--- config.mk ---
export PLATFORM = sky130hd
export DESIGN_NAME = pc_sequencer
export DESIGN_NICKNAME = d
export VERILOG_FILES = /design/src/rtl/pc_pkg.sv /design/src/rtl/ras_stack.sv /design/src/rtl/pc_sequencer.sv
export SDC_FILE = /design/constraint.sdc
export NUM_CORES = 1
export LEC_CHECK = 0
export BUFFER_PORTS_ARGS = -buffer_cell sky130_fd_sc_hd__buf_2
export CORE_ASPECT_RATIO = 0.7
export CORE_UTILIZATION = 40
export CTS_CLUSTER_DIAMETER = 60
export DETAILED_ROUTE_END_ITERATION = 7
export PLACE_DENSITY_LB_ADDON = 0.05
export SYNTH_ARGS = -nofsm -noshare
export SYNTH_HDL_FRONTEND = slang
export SYNTH_SLANG_ARGS = --single-unit
--- constraint.sdc ---
create_clock -name i_clk -period 2.7 [get_ports i_clk]
set_input_delay 0.27 -clock i_clk [delete_from_list [all_inputs] [get_ports i_clk]]
set_output_delay 0.27 -clock i_clk [all_outputs]
set_load 0.005 [all_outputs]
--- src/rtl/pc_pkg.sv ---
// pc_pkg: shared select encodings and default widths for the PC sequencer
package pc_pkg;
   typedef enum logic [1:0] {
      SEL_INC = 2'b00,
      SEL_REL = 2'b01,
      SEL_ABS = 2'b10,
      SEL_RET = 2'b11
   } sel_e;
   localparam int DEF_PC_W = 16;
   localparam logic [15:0] DEF_RESET_VEC = 16'h0000;
endpackage

--- src/rtl/ras_stack.sv ---
// ras_stack: circular return-address stack.
// Ports: i_clk, i_rst_n (sync, active-low); i_push/i_pop/i_din request side;
// o_top (most recent entry), o_empty, o_full, o_overflow (push while full),
// o_underflow (pop while empty). Overflow overwrites the oldest entry.
module ras_stack #(
   parameter int RAS_DEPTH = 4,
   parameter int PC_W = 16
) (
   input  logic            i_clk,
   input  logic            i_rst_n,
   input  logic            i_push,
   input  logic            i_pop,
   input  logic [PC_W-1:0] i_din,
   output logic [PC_W-1:0] o_top,
   output logic            o_empty,
   output logic            o_full,
   output logic            o_overflow,
   output logic            o_underflow
);
   localparam int PW = $clog2(RAS_DEPTH);
   logic [PC_W-1:0] r_mem [RAS_DEPTH];
   logic [PW-1:0]   r_ptr;
   logic [PW:0]     r_cnt;
   logic [PW-1:0]   w_ptr_up;
   assign w_ptr_up    = r_ptr + 1'b1;
   assign o_top       = r_mem[r_ptr];
   assign o_empty     = r_cnt == '0;
   assign o_full      = r_cnt == (PW+1)'(RAS_DEPTH);
   assign o_overflow  = i_push & o_full;
   assign o_underflow = i_pop & o_empty;
   always_ff @(posedge i_clk) begin
      if (!i_rst_n) begin
         r_ptr <= '0;
         r_cnt <= '0;
      end else if (i_push) begin
         // the pointer wraps, so a push when full lands on the oldest slot
         r_ptr <= w_ptr_up;
         r_cnt <= o_full ? r_cnt : r_cnt + 1'b1;
      end else if (i_pop && !o_empty) begin
         r_ptr <= r_ptr - 1'b1;
         r_cnt <= r_cnt - 1'b1;
      end
   end
   always_ff @(posedge i_clk) begin
      if (i_rst_n && i_push) r_mem[w_ptr_up] <= i_din;
   end
endmodule

--- src/rtl/pc_sequencer.sv ---
// pc_sequencer: registered program counter with branch/jump/return and RAS.
// Ports: i_clk, i_rst_n (sync, active-low), i_stall holds all state,
// i_select (00 inc, 01 rel, 10 abs, 11 ret), i_call pushes pc+INC on 01/10,
// i_target offset/address; o_pc, o_ras_empty, o_ras_full, o_ras_err (sticky),
// o_trap (one-cycle misalignment pulse).
// Optional macro PC_MISALIGN_TRAP_EN enables redirect alignment trapping to
// TRAP_VEC; without it o_trap stays 0.
module pc_sequencer
   import pc_pkg::*;
#(
   parameter int PC_W = DEF_PC_W,
   parameter int INC = 1,
   parameter logic [PC_W-1:0] RESET_VEC = PC_W'(DEF_RESET_VEC),
   parameter int RAS_DEPTH = 4,
   parameter logic [PC_W-1:0] TRAP_VEC = PC_W'(16'hFFF0)
) (
   input  logic            i_clk,
   input  logic            i_rst_n,
   input  logic            i_stall,
   input  logic [1:0]      i_select,
   input  logic            i_call,
   input  logic [PC_W-1:0] i_target,
   output logic [PC_W-1:0] o_pc,
   output logic            o_ras_empty,
   output logic            o_ras_full,
   output logic            o_ras_err,
   output logic            o_trap
);
   logic [PC_W-1:0] r_pc;
   logic            r_err;
   logic            r_trap;
   logic [PC_W-1:0] w_inc;
   logic [PC_W-1:0] w_next;
   logic [PC_W-1:0] w_top;
   logic            w_push;
   logic            w_pop;
   logic            w_ovf;
   logic            w_unf;
   logic            w_trap;
   assign w_inc  = r_pc + PC_W'(INC);
   assign w_push = !i_stall && i_call && (i_select == SEL_REL || i_select == SEL_ABS);
   assign w_pop  = !i_stall && i_select == SEL_RET;
   always_comb begin
      w_next = i_select == SEL_REL ? r_pc + i_target :
               i_select == SEL_ABS ? i_target :
               i_select == SEL_RET ? (o_ras_empty ? w_inc : w_top) : w_inc;
   end
`ifdef PC_MISALIGN_TRAP_EN
   localparam logic [PC_W-1:0] ALIGN_MASK = PC_W'(INC - 1);
   assign w_trap = !i_stall && i_select != SEL_INC && |(w_next & ALIGN_MASK);
`else
   assign w_trap = 1'b0;
`endif
   ras_stack #(.RAS_DEPTH(RAS_DEPTH), .PC_W(PC_W)) u_ras (
      .i_clk       (i_clk),
      .i_rst_n     (i_rst_n),
      .i_push      (w_push),
      .i_pop       (w_pop),
      .i_din       (w_inc),
      .o_top       (w_top),
      .o_empty     (o_ras_empty),
      .o_full      (o_ras_full),
      .o_overflow  (w_ovf),
      .o_underflow (w_unf)
   );
   always_ff @(posedge i_clk) begin
      if (!i_rst_n) begin
         r_pc   <= RESET_VEC;
         r_err  <= 1'b0;
         r_trap <= 1'b0;
      end else begin
         r_pc   <= i_stall ? r_pc : (w_trap ? TRAP_VEC : w_next);
         r_err  <= r_err | w_ovf | w_unf;
         r_trap <= w_trap;
      end
   end
   assign o_pc      = r_pc;
   assign o_ras_err = r_err;
   assign o_trap    = r_trap;
endmodule

==> flow_summary_export.csv <==
group,metric,value,unit
sta,finClkSkew,0.0104,ns
setup_path,cp_data_arrival_time,2.60,ns
logic_synthesis,synth_seq_cells,88,
detailed_routing,dr_total_vias,3933,
setup_path,cp_slowest_stage_delay,0.43,ns
final_layout,final_cell_count_no_fill,652,
run,drv_cap,0,
logic_synthesis,yosys-top-cells-area,"edfxtp_1, dfxtp_1, mux4_2",
detailed_routing,final_antenna_net_count,0,
cts,clock_latency,0.35,ns
cts,clockBufferDepth,2,
sta,rsz0062_at_grt,"no",
cts,cts-resized-gates,0,
die,io_pins,42,
setup_path,crit_type,"register to register",
logic_synthesis,avgSynthCellArea,11.2,um2
detailed_routing,drt_iter0_markers,335,
die,initial_core_util,41.9,%
sta,hold_viol,0,
logic_synthesis,ys_seq_area_share,48.0,%
final_layout,antennaDiodeCount,0,
cts,cts_sinks,88,
global_route,grt_pass1_wl,20.6,mm
min_path,hold_path_class,"input port to register",
logic_synthesis,synthArstFlopShare,0,%
global_route,antenna_found_initial,0,
die,die_area,0.0130,mm2
detailed_routing,wl,13.4,mm
sta,fin_tns_setup,0,ns
placed_design,portBuffers,40,
global_route,grt_use_total,21.9,%
power,power_density,606,mW/mm2
logic_synthesis,synthesis.instances,446,
setup_path,cp_slowest_cell,"fa_1",
power,irDropWorstVdd,0.296,mV
logic_synthesis,synth_flop_cell,"edfxtp_1",
detailed_routing,vias_per_cell,6.03,
logic_synthesis,yosysUniqueCellTypes,68,
min_path,hp-start,"i_target[0]",
sta,fmax,0.428,GHz
final_layout,synthToLayoutAreaGrowth,14.5,%
placed_design,gp_congestion,0.927,
detailed_routing,wire_per_inst,20.6,um
logic_synthesis,synth_edf_count,64,
setup_path,cp-startpoint,"o_pc[0]$_SDFFE_PN0N_",
final_layout,fillers,1101,
logic_synthesis,synth_top_area_cell,"edfxtp_1",
setup_path,crit_fanout,6,
sta,finalMaxSlewViolations,0,
cts,cts_hold_buf,0,
global_route,grt_max_degree,20,
die,die_y,95.6,um
die,rows,33,
logic_synthesis,yosys.area.top_type_share,38.4,%
cts,cts_made_buffers,9,
setup_path,start_kind,"register",
setup_path,crit_path_end_kind,"register",
sta,whs,0.314,ns
global_route,grt_pass1_vias,3628,
final_layout,layout_commonest_cell,"edfxtp_1",
die,die_w,136,um
cts,clk_pin_slew,0.07,ns
sta,post-route-period-util,86.6,%
sta,relSlewSlack,52.0,%
detailed_routing,drc_errors,0,
cts,htreeDepth,3,
logic_synthesis,syn_nets,493,
sta,period_minus_slack,2.34,ns
cts,cts_setup_buffers,0,
power,leakagePower,0.00209,uW
setup_path,crit_required,2.97,ns
setup_path,path_cells,"ha_1 > fa_1 > a21o_1 > a221o_1 > a211oi_1 > xor2_1 > a211oi_1",
sta,tightest_slew,0.720,ns
cts,cts_root_buf,"clkbuf_16",
die,coreArea,0.0119,mm2
final_layout,drive_gt1_share,20.0,%
logic_synthesis,synthesis.area,0.00500,mm2
placed_design,post-dp-hpwl,9.89,mm
status,status,"complete, no violations",
cts,cts_tree,"built",
logic_synthesis,yosys_warnings,0,
final_layout,nets,537,
setup_path,rr_startpoint,"o_pc[0]$_SDFFE_PN0N_",
placed_design,place_inst,636,
global_route,overflow,0,
final_layout,mostFrequentLayoutCells,"edfxtp_1, buf_2, nand2_1",
setup_path,critPathMostFrequentCell,"a211oi_1",
sta,setup_violations,0,
detailed_routing,first_pass_iters,5,
metal layers:
layer	track usage, %	share of wire (%)
met1	32.2	50
met2	33.5	44
met3	3.51	5.2
met4	5.15	0.69
met5	0	0
worst max-delay path: cells and delay by family (launching register included):
| family | cells | cell delay, ns |
|---|---|---|
| compound gates | 4 | 1.17 |
| fa+ha+maj | 2 | 0.65 |
| flops | 1 | 0.32 |
| xor+xnor | 1 | 0.12 |
Yosys cell counts (all sizes together) (8+ instances only):
library cell,instances
a211oi,10
a21oi,29
buf,8
clkbuf,15
dfxtp,24
edfxtp,64
ha,23
inv,15
mux4,16
nand2,36
nand3,10
nor2,19
nor3,12
o21ai,26
xnor2,15
xor2,9
registers in the layout, indices dropped and copies added, names as in the netlist, named ones only:
| signal | flops |
|---|---|
| o_pc | 16 |
| u_ras.r_mem | 64 |
| o_ras_err | 1 |
| u_ras.r_ptr | 2 |
| u_ras.r_cnt | 3 |
per-stage QoR:
step | setup WS (ns) | cell area (um2) | total power, uW | utilization, %
finish | 0.362 | 5730 | 3470 | 48.0
global route | 0.229 | 5730 | 3610 | 48.0
CTS | 0.350 | 5730 | 3500 | 48.0
detailed placement | 0.280 | 5430 | 2240 | 45.5
global placement | 0.327 | 5430 | 2240 | 45.5
floorplan | 0.533 | 5000 | 2020 | -
where the power goes:
part           switching (uW)  internal (uW)  total [uW]  leakage (uW)
registers                68.6           1500        1570      0.000781
logic                     374            271         645       0.00117
clock network             580            673        1250      0.000144
total                    1020           2450        3470       0.00209
final timing paths:
| kind | endpoint | slack (ns) | cells after the start |
|---|---|---|---|
| setup / recovery | o_pc[12]$_SDFFE_PN0N_ | 0.36 | 7 |
| hold reg to reg | o_ras_err$_SDFF_PN0_ | 0.48 | 2 |
| setup reg to reg | o_pc[12]$_SDFFE_PN0N_ | 0.36 | 7 |
| hold / removal | o_pc[0]$_SDFFE_PN0N_ | 0.31 | 5 |
area by class of cell:
class	instances	area, um2	area share [%]
clock buffers	10	239	4.17
well taps	157	196	3.43
inverters	16	60.1	1.05
clock inverters	6	56.3	0.983
flip-flops and latches	88	2400	42.0
multi-input cells	319	2440	42.6
repair buffers	56	333	5.81
cell families after synthesis:
kind of cell / after synthesis / synth area share [%]
simple gates: 125 / 13.3
other cells: 1 / 0.0750
mux: 18 / 7.63
buf+inv: 39 / 3.23
xor+xnor: 24 / 4.20
flops: 88 / 48.0
fa+ha+maj: 25 / 6.55
compound gates: 126 / 17.0
Power figures use the tool's default switching activity.
